[src/rtl/player_control.sv]
// Per-frame player-car state engine: samples keys and collision once per video
// frame and updates car position, speed and crash status for the plotter.
module player_control #(
    parameter int START_X      = 296,
    parameter int PLAYER_Y     = 400,
    parameter int CAR_W        = 47,
    parameter int X_MIN        = 160,
    parameter int X_MAX        = 480,
    parameter int LAT_STEP     = 4,
    parameter int MAX_SPEED    = 7,
    parameter int ACCEL_FRAMES = 4,
    parameter int COAST_FRAMES = 8,
    parameter int CRASH_FRAMES = 60
) (
    input  logic       clk,
    input  logic       Reset,
    input  logic       frame_clk,
    input  logic [7:0] keycode0,
    input  logic [7:0] keycode1,
    input  logic       collide,
    output logic [9:0] PlayerX,
    output logic [9:0] PlayerY,
    output logic [2:0] Speed,
    output logic       Crashed
);

    localparam logic [1:0] IDLE  = 2'd0;
    localparam logic [1:0] RUN   = 2'd1;
    localparam logic [1:0] CRASH = 2'd2;

    localparam int AW = $clog2(ACCEL_FRAMES + 1);
    localparam int CW = $clog2(COAST_FRAMES + 1);
    localparam int KW = $clog2(CRASH_FRAMES + 1);

    localparam logic [7:0] KEY_W = 8'h1A;
    localparam logic [7:0] KEY_S = 8'h16;
    localparam logic [7:0] KEY_A = 8'h04;
    localparam logic [7:0] KEY_D = 8'h07;

    logic [1:0]    state_q, state_d;
    logic [9:0]    x_q, x_d;
    logic [9:0]    y_q;
    logic [2:0]    speed_q, speed_d;
    logic          crashed_q, crashed_d;
    logic [AW-1:0] acc_q, acc_d;
    logic [CW-1:0] coast_q, coast_d;
    logic [KW-1:0] crash_cnt_q, crash_cnt_d;
    logic          f1_q, f2_q;

    logic        tick;
    logic        key_w, key_s, key_a, key_d;
    logic [10:0] x_plus;

    assign tick  = f1_q & ~f2_q;
    assign key_w = (keycode0 == KEY_W) | (keycode1 == KEY_W);
    assign key_s = (keycode0 == KEY_S) | (keycode1 == KEY_S);
    assign key_a = (keycode0 == KEY_A) | (keycode1 == KEY_A);
    assign key_d = (keycode0 == KEY_D) | (keycode1 == KEY_D);

    // Right-edge sum is one bit wider so a large PlayerX cannot wrap.
    assign x_plus = {1'b0, x_q} + 11'(LAT_STEP);

    always_comb begin
        // NOTE: every next-state signal takes its hold value first so no path
        // through the case leaves one unassigned (which would infer a latch).
        state_d     = state_q;
        x_d         = x_q;
        speed_d     = speed_q;
        crashed_d   = crashed_q;
        acc_d       = acc_q;
        coast_d     = coast_q;
        crash_cnt_d = crash_cnt_q;

        if (tick) begin
            case (state_q)
                IDLE: begin
                    if (key_w) state_d = RUN;
                end
                RUN: begin
                    if (collide) begin
                        state_d     = CRASH;
                        speed_d     = 3'd0;
                        crashed_d   = 1'b1;
                        crash_cnt_d = KW'(CRASH_FRAMES);
                        acc_d       = '0;
                        coast_d     = '0;
                    end else begin
                        if (key_s) begin
                            if (speed_q != 3'd0) speed_d = speed_q - 3'd1;
                            acc_d   = '0;
                            coast_d = '0;
                        end else if (key_w) begin
                            coast_d = '0;
                            if (acc_q == AW'(ACCEL_FRAMES - 1)) begin
                                acc_d = '0;
                                if (speed_q != 3'(MAX_SPEED)) speed_d = speed_q + 3'd1;
                            end else begin
                                acc_d = acc_q + AW'(1);
                            end
                        end else begin
                            acc_d = '0;
                            if (coast_q == CW'(COAST_FRAMES - 1)) begin
                                coast_d = '0;
                                if (speed_q != 3'd0) speed_d = speed_q - 3'd1;
                            end else begin
                                coast_d = coast_q + CW'(1);
                            end
                        end

                        if (speed_q != 3'd0) begin
                            if (key_a && !key_d) begin
                                if (x_q < 10'(X_MIN + LAT_STEP)) x_d = 10'(X_MIN);
                                else                             x_d = x_q - 10'(LAT_STEP);
                            end else if (key_d && !key_a) begin
                                if (x_plus > 11'(X_MAX - CAR_W)) x_d = 10'(X_MAX - CAR_W);
                                else                             x_d = x_plus[9:0];
                            end
                        end
                    end
                end
                CRASH: begin
                    if (crash_cnt_q == KW'(1)) begin
                        crash_cnt_d = '0;
                        state_d     = RUN;
                        crashed_d   = 1'b0;
                        x_d         = 10'(START_X);
                    end else begin
                        crash_cnt_d = crash_cnt_q - KW'(1);
                    end
                end
                default: state_d = IDLE;
            endcase
        end
    end

    // NOTE: sequential state uses non-blocking assignments so every flop
    // samples the pre-edge value of the others.
    always_ff @(posedge clk) begin
        if (Reset) begin
            state_q     <= IDLE;
            x_q         <= 10'(START_X);
            y_q         <= 10'(PLAYER_Y);
            speed_q     <= 3'd0;
            crashed_q   <= 1'b0;
            acc_q       <= '0;
            coast_q     <= '0;
            crash_cnt_q <= '0;
            f1_q        <= 1'b0;
            f2_q        <= 1'b0;
        end else begin
            state_q     <= state_d;
            x_q         <= x_d;
            y_q         <= 10'(PLAYER_Y);
            speed_q     <= speed_d;
            crashed_q   <= crashed_d;
            acc_q       <= acc_d;
            coast_q     <= coast_d;
            crash_cnt_q <= crash_cnt_d;
            f1_q        <= frame_clk;
            f2_q        <= f1_q;
        end
    end

    assign PlayerX = x_q;
    assign PlayerY = y_q;
    assign Speed   = speed_q;
    assign Crashed = crashed_q;

endmodule

[config.mk]
export PLATFORM = sky130hd
export DESIGN_NAME = player_control
export DESIGN_NICKNAME = d
export VERILOG_FILES = /design/src/rtl/player_control.sv
export SDC_FILE = /design/constraint.sdc
export NUM_CORES = 1
export LEC_CHECK = 0
export BUFFER_PORTS_ARGS = -buffer_cell sky130_fd_sc_hd__buf_2
export CORE_MARGIN = 4
export CORE_UTILIZATION = 40
export DETAILED_ROUTE_END_ITERATION = 12
export PLACE_DENSITY_LB_ADDON = 0.08
export REMOVE_ABC_BUFFERS = 1
export SETUP_SLACK_MARGIN = 0.02
export SYNTH_ARGS = -nofsm -noshare
export SYNTH_HDL_FRONTEND = slang
export SYNTH_SLANG_ARGS = --single-unit
export TNS_END_PERCENT = 10
[constraint.sdc]
create_clock -name clk -period 2.7 [get_ports clk]
set_clock_uncertainty 0.05 [all_clocks]
set_input_delay 0.54 -clock clk [delete_from_list [all_inputs] [get_ports clk]]
set_output_delay 0.54 -clock clk [all_outputs]
set_load 0.01 [all_outputs]
Word-level counts from Yosys, hierarchy flattened
Index checks and enable logic that the tools add are counted.
{ "totals": {"ff_bits": 31, "input_bits": 20, "elab_cells": 93} }
{ "op_classes": {"add_sub_neg": 7, "n_lt_le_gt_ge": 2, "n_eq_ne": 22, "muxes": 33, "bitwise_logic": 6, "reduce_logical": 14} }
{ "op_table": {"columns": ["op", "n"], "rows": [
  ["10-bit two-way mux", 7],
  ["3-bit two-way mux", 11],
  ["8-bit by 3-bit == test with 1-bit output (second input constant)", 4],
  ["8-bit by 5-bit == test with 1-bit output (second input constant)", 4],
  ["10-bit one-hot mux with 2 select lines", 1],
  ["4-bit two-way mux", 4],
  ["6-bit two-way mux", 2],
  ["6-bit one-hot mux with 2 select lines", 1],
  ["10-bit by 3-bit adder with 11-bit output (second input constant)", 1],
  ["11-bit by 9-bit > comparator with 1-bit output (second input constant)", 1],
  ["10-bit by 8-bit < comparator with 1-bit output (second input constant)", 1],
  ["2-bit != test (second input constant)", 5],
  ["10-bit by 3-bit subtractor with 10-bit output (second input constant)", 1],
  ["4-bit by 2-bit != test with 1-bit output (second input constant)", 2],
  ["4-bit AND reduction", 2],
  ["3-bit by 1-bit adder with 3-bit output (second input constant)", 2],
  ["6-bit by 1-bit == test with 1-bit output (second input constant)", 1],
  ["2-bit two-way mux", 3],
  ["3-bit != test (second input constant)", 2],
  ["2-bit one-hot mux with 3 select lines", 1],
  ["6-bit AND reduction", 1],
  ["6-bit by 1-bit subtractor with 6-bit output (second input constant)", 1],
  ["5-bit AND reduction", 1],
  ["4-bit by 1-bit adder with 4-bit output (second input constant)", 1],
  ["other kinds (18)", 24]
]} }

Logic depth before layout (Yosys ltp)
{ "depth": {"ltp_word": 9, "depth_mapped": 12, "ltp_nobuf": 11} }

Worst setup path after synthesis
OpenSTA, ideal clock, no wires.
{ "synth_timing": {"kind": "input to register", "start": "input keycode1[5]", "end": "register x_q[8] (netlist: PlayerX[8])", "t_arrival_ns": 2.470, "required_ns": 2.528, "path_slack_ns": 0.058, "path_stages": 11, "n_path_buf": 0, "path_cell_list": "nor3_2 > nor4b_1 > nand2_1 > o31ai_1 > ha_1 > nor4_1 > nand2_1 > o21ai_0 > and2_1 > o21ai_0 > a221o_1"} }
{ "synth_between": {"elab_chain_cells": 8, "word_cells_on_any_way": 14} }
{ "synth_lines": {"columns": ["item", "line_no", "rtl"], "rows": [
  ["from (decl)", "19", "input logic [7:0] keycode1,"],
  ["8-bit by 3-bit == test with 1-bit output", "58", "assign key_d = (keycode0 == KEY_D) | (keycode1 == KEY_D);"],
  ["1-bit OR", "58", null],
  ["1-bit logical NOT", "111", "if (key_a && !key_d) begin"],
  ["1-bit logical AND", "111", null],
  ["10-bit two-way mux", "111", null],
  ["10-bit two-way mux", "110", "if (speed_q != 3'd0) begin"],
  ["10-bit two-way mux", "80", "if (collide) begin"],
  ["10-bit one-hot mux with 2 select lines", "75", "case (state_q)"],
  ["to (signal assigned)", "141", "x_q <= 10'(START_X);"],
  ["to (decl)", "41", "logic [9:0] x_q, x_d;"]
]} }
Parallel ways exist; a longest one is shown, timed or not. The select of a mux whose other input is x is not followed.
A chain may end at the register's enable or synchronous reset.

Worst setup path in the final report
{ "layout_timing": {"start": "register x_q[2] (netlist: PlayerX[2])", "end": "register x_q[8] (netlist: PlayerX[8])"} }
{ "layout_between": {"elab_chain_cells": 8, "word_cells_on_any_way": 11} }
{ "layout_lines": {"columns": ["item", "line_no", "rtl"], "rows": [
  ["10-bit by 3-bit adder with 11-bit output", "61", "assign x_plus = {1'b0, x_q} + 11'(LAT_STEP);"],
  ["11-bit by 9-bit > comparator with 1-bit output", "115", "if (x_plus > 11'(X_MAX - CAR_W)) x_d = 10'(X_MAX - CAR_W);"],
  ["10-bit two-way mux", "115", null],
  ["10-bit two-way mux", "114", "end else if (key_d && !key_a) begin"],
  ["10-bit two-way mux (*)", "111", null],
  ["10-bit two-way mux (*)", "110", null],
  ["10-bit two-way mux (*)", "80", null],
  ["10-bit one-hot mux with 2 select lines (*)", "75", null]
]} }
Mark *: on every way between the ends. The rest lies on a longest branch, timed or not. The select of a mux whose other input is x is not followed.

==> summary.md <==
| Metric | Value |
|---|---|
| Via count | `2385` |
| First-pass GRT wire length | `9950 um` |
| Status | `completed` |
| R2R Path End | `PlayerX[8]$_SDFFE_PP1P_` |
| CTS Sinks | `30` |
| EDFF count, synth | `0` |
| Fin nets | `392` |
| Total wire length | `5820 um` |
| Die Wd | `83.9 um` |
| Post-synth top cells | `31 x nand2_1, 30 x dfxtp_1, 29 x nor2_1` |
| GRT overflow | `0` |
| # port buffers | `32` |
| Clk buf depth | `2` |
| Post-synthesis sequential area ratio | `0.260` |
| Crit Path Max Fanout | `3` |
| Hold wc startpoint | `frame_clk` |
| CTS clk-pin slew, worst paths | `0.07 ns` |
| Worst-Margin Slew | `0.596 ns` |
| Ys Warns | `0` |
| Hold depth | `2` |
| Cell with the most instances after synthesis | `nand2_1` |
| # rows | `27` |
| Avg Inst Size Synth | `7.39 um2` |
| Wire length per cell | `13.4 um` |
| Most used DFF post-synth | `dfxtp_1` |
| Leakage power | `1.09 nW` |
| Vias/cell | `5.51` |
| R2R setup slack | `0.30 ns` |
| CTS resizes | `0` |
| Top-area cell type share of the netlist area | `0.260` |
| Clk Latency, worst-skew pair | `0.28 ns` |
| Number of global-route vias before repair | `2138` |
| Largest net degree at the start of global routing | `32` |
| Data arrival time of the worst path | `2.52 ns` |
| Hold endpoint | `f1_q$_SDFF_PP0_` |
| Initial antenna violation count | `0` |
| Fmax | `417 MHz` |
| RePlAce Congestion | `0.819` |
| CTS Buf Count | `5` |
| Maximum vdd drop | `0.000222 V` |
| Pins Over Slew Limit | `0` |
| CP Class | `register to register` |
| RSZ-0062 raised after global routing | `false` |
| # IOs | `44` |
| Asr flop ratio synth | `0` |
| Distinct cells, synth | `56` |
| MaxCap Viol Count | `0` |
| Root Buffer Master | `clkbuf_8` |
| Max-slew headroom | `0.602` |
| Sum of negative setup slack | `0 ns` |
| # Post-CTS Setup Buffers | `0` |
| Antenna Cells | `0` |
| DR pass1 iterations | `4` |
| Crit end category | `register` |
| Die ar. | `0.00705 mm2` |
| P per Cell Area | `328 mW/mm2` |
| Worst setup SP type | `register` |
| Hpwl dp | `4410 um` |
| Core area | `0.00554 mm2` |
| Worst Reg2Reg Path Length in Cells | `9` |
| Register bit count reported by yosys | `30` |
| Die Y | `83.9 um` |
| 1st-iter DRT viols | `105` |
| CP Data Required Time | `2.82 ns` |
| Initial Util | `0.416` |
| Area contributors post-synth | `dfxtp_1 26%, ha_1 6.5%, a21oi_1 5.4%, nand2_1 5.0%, nor2_1 4.7%` |
| Cells after Synth | `312` |
| Final setup fails | `0` |
| TritonCTS clock tree | `done` |
| H-tree Lvls | `2` |
| Remaining DRCs | `0` |
| Hold Buf Count CTS | `0` |
| Synthesized area | `0.00231 mm2` |
| Hold Crit Class | `input port to register` |
| Crit path time final | `2.40 ns` |
| Final hold vios | `0` |
| P&R area growth vs syn | `19.6%` |
| Fin crit share | `0.888` |
| All-Layer GR Usage | `0.167` |
| Fraction of final layout cells sized beyond drive strength 1 | `0.213` |
| Worst reg2reg startpoint | `PlayerX[2]$_SDFFE_PP0P_` |
| Synth area leader | `dfxtp_1` |
| Antenna-violating nets left | `0` |
| Worst hold slack | `0.416 ns` |
-- worst max-delay path by stage --
stage	startpoint	end	slack, ns	cells after the start
after floorplan	keycode1[5]	PlayerX[8]$_SDFFE_PP1P_	-0.15	11
after global placement	keycode1[5]	PlayerX[8]$_SDFFE_PP1P_	-0.17	12
after detailed placement	keycode1[5]	PlayerX[8]$_SDFFE_PP1P_	-0.21	12
after CTS	keycode1[5]	PlayerX[8]$_SDFFE_PP1P_	0.06	12
after global routing	keycode0[5]	PlayerX[4]$_SDFFE_PP0P_	0.06	12
final	PlayerX[2]$_SDFFE_PP0P_	PlayerX[8]$_SDFFE_PP1P_	0.30	9
-- logic make-up after synthesis --
family	share of synthesized area
compound gates	0.238
mux	0.0179
buf+inv	0.0927
other cells	0.00326
fa+ha+maj	0.0651
flops	0.260
simple gates	0.308
xor+xnor	0.0152
-- routing by layer --
metal / up-vias / GRT usage / wire [um]
met5: - / 0 / 0
met4: 0 / 0.0453 / 97
met3: 10 / 0.0346 / 298
met2: 68 / 0.277 / 2770
met1: 1092 / 0.218 / 2660
li1: 1215 / - / -
-- cell type report --
class	instances	area, um2
Tap cell	72	90.1
Inverter	16	60.1
Sequential cell	30	601
Clock inverter	2	12.5
Timing Repair Buffer	59	363
Multi-Input combinational cell	248	1550
Fill cell	565	2780
Clock buffer	6	82.6
-- power by group --
part	total [W]	switching, W	internal (W)
Sequential	0.000444	0.000000786	0.000444
Clock	0.000388	0.000183	0.000205
Combinational	0.0000735	0.0000457	0.0000278
Total	0.000906	0.000229	0.000676
-- cells in the final DEF (no fill, tap or decap), types with 4 or more instances in the layout --
cell type  count
buf_2         32
nand2_1       31
dfxtp_1       30
nor2_1        29
buf_4         27
a21oi_1       25
o21ai_0       17
inv_1         16
nand3_1       13
ha_1          12
conb_1        11
a31oi_1        9
nor3_1         8
nor2b_1        7
nand2b_1       6
o211ai_1       6
clkbuf_8       6
nand4_1        5
nor4_1         4
or4_1          4
-- critical path: stages (launching register included) --
cell and delay (ns):
dfxtp_1 0.33, inv_1 0.07, ha_1 0.31, or3b_1 0.39, nand3_1 0.12, nor3_1 0.06
a311oi_2 0.35, a21o_1 0.19, o2111ai_1 0.11, a221o_1 0.31
-- flip-flops by register name (all words and copies together) (netlist names) --
register     cells
PlayerX          9
Speed            3
coast_q          4
Crashed          1
crash_cnt_q      6
acc_q            3
f2_q             1
state_q          2
f1_q             1
-- stage by stage --
step	setup slack [ns]	util	instances	area [um2]	power [W]
finish	0.301	0.498	433	2760	0.000906
CTS	0.0607	0.494	433	2740	0.000915
global route	0.0552	0.498	433	2760	0.000942
floorplan	-0.151	-	294	2190	0.000482
detailed placement	-0.215	0.477	425	2640	0.000525
global placement	-0.166	0.477	425	2640	0.000526
Power figures use the tool's default switching activity.
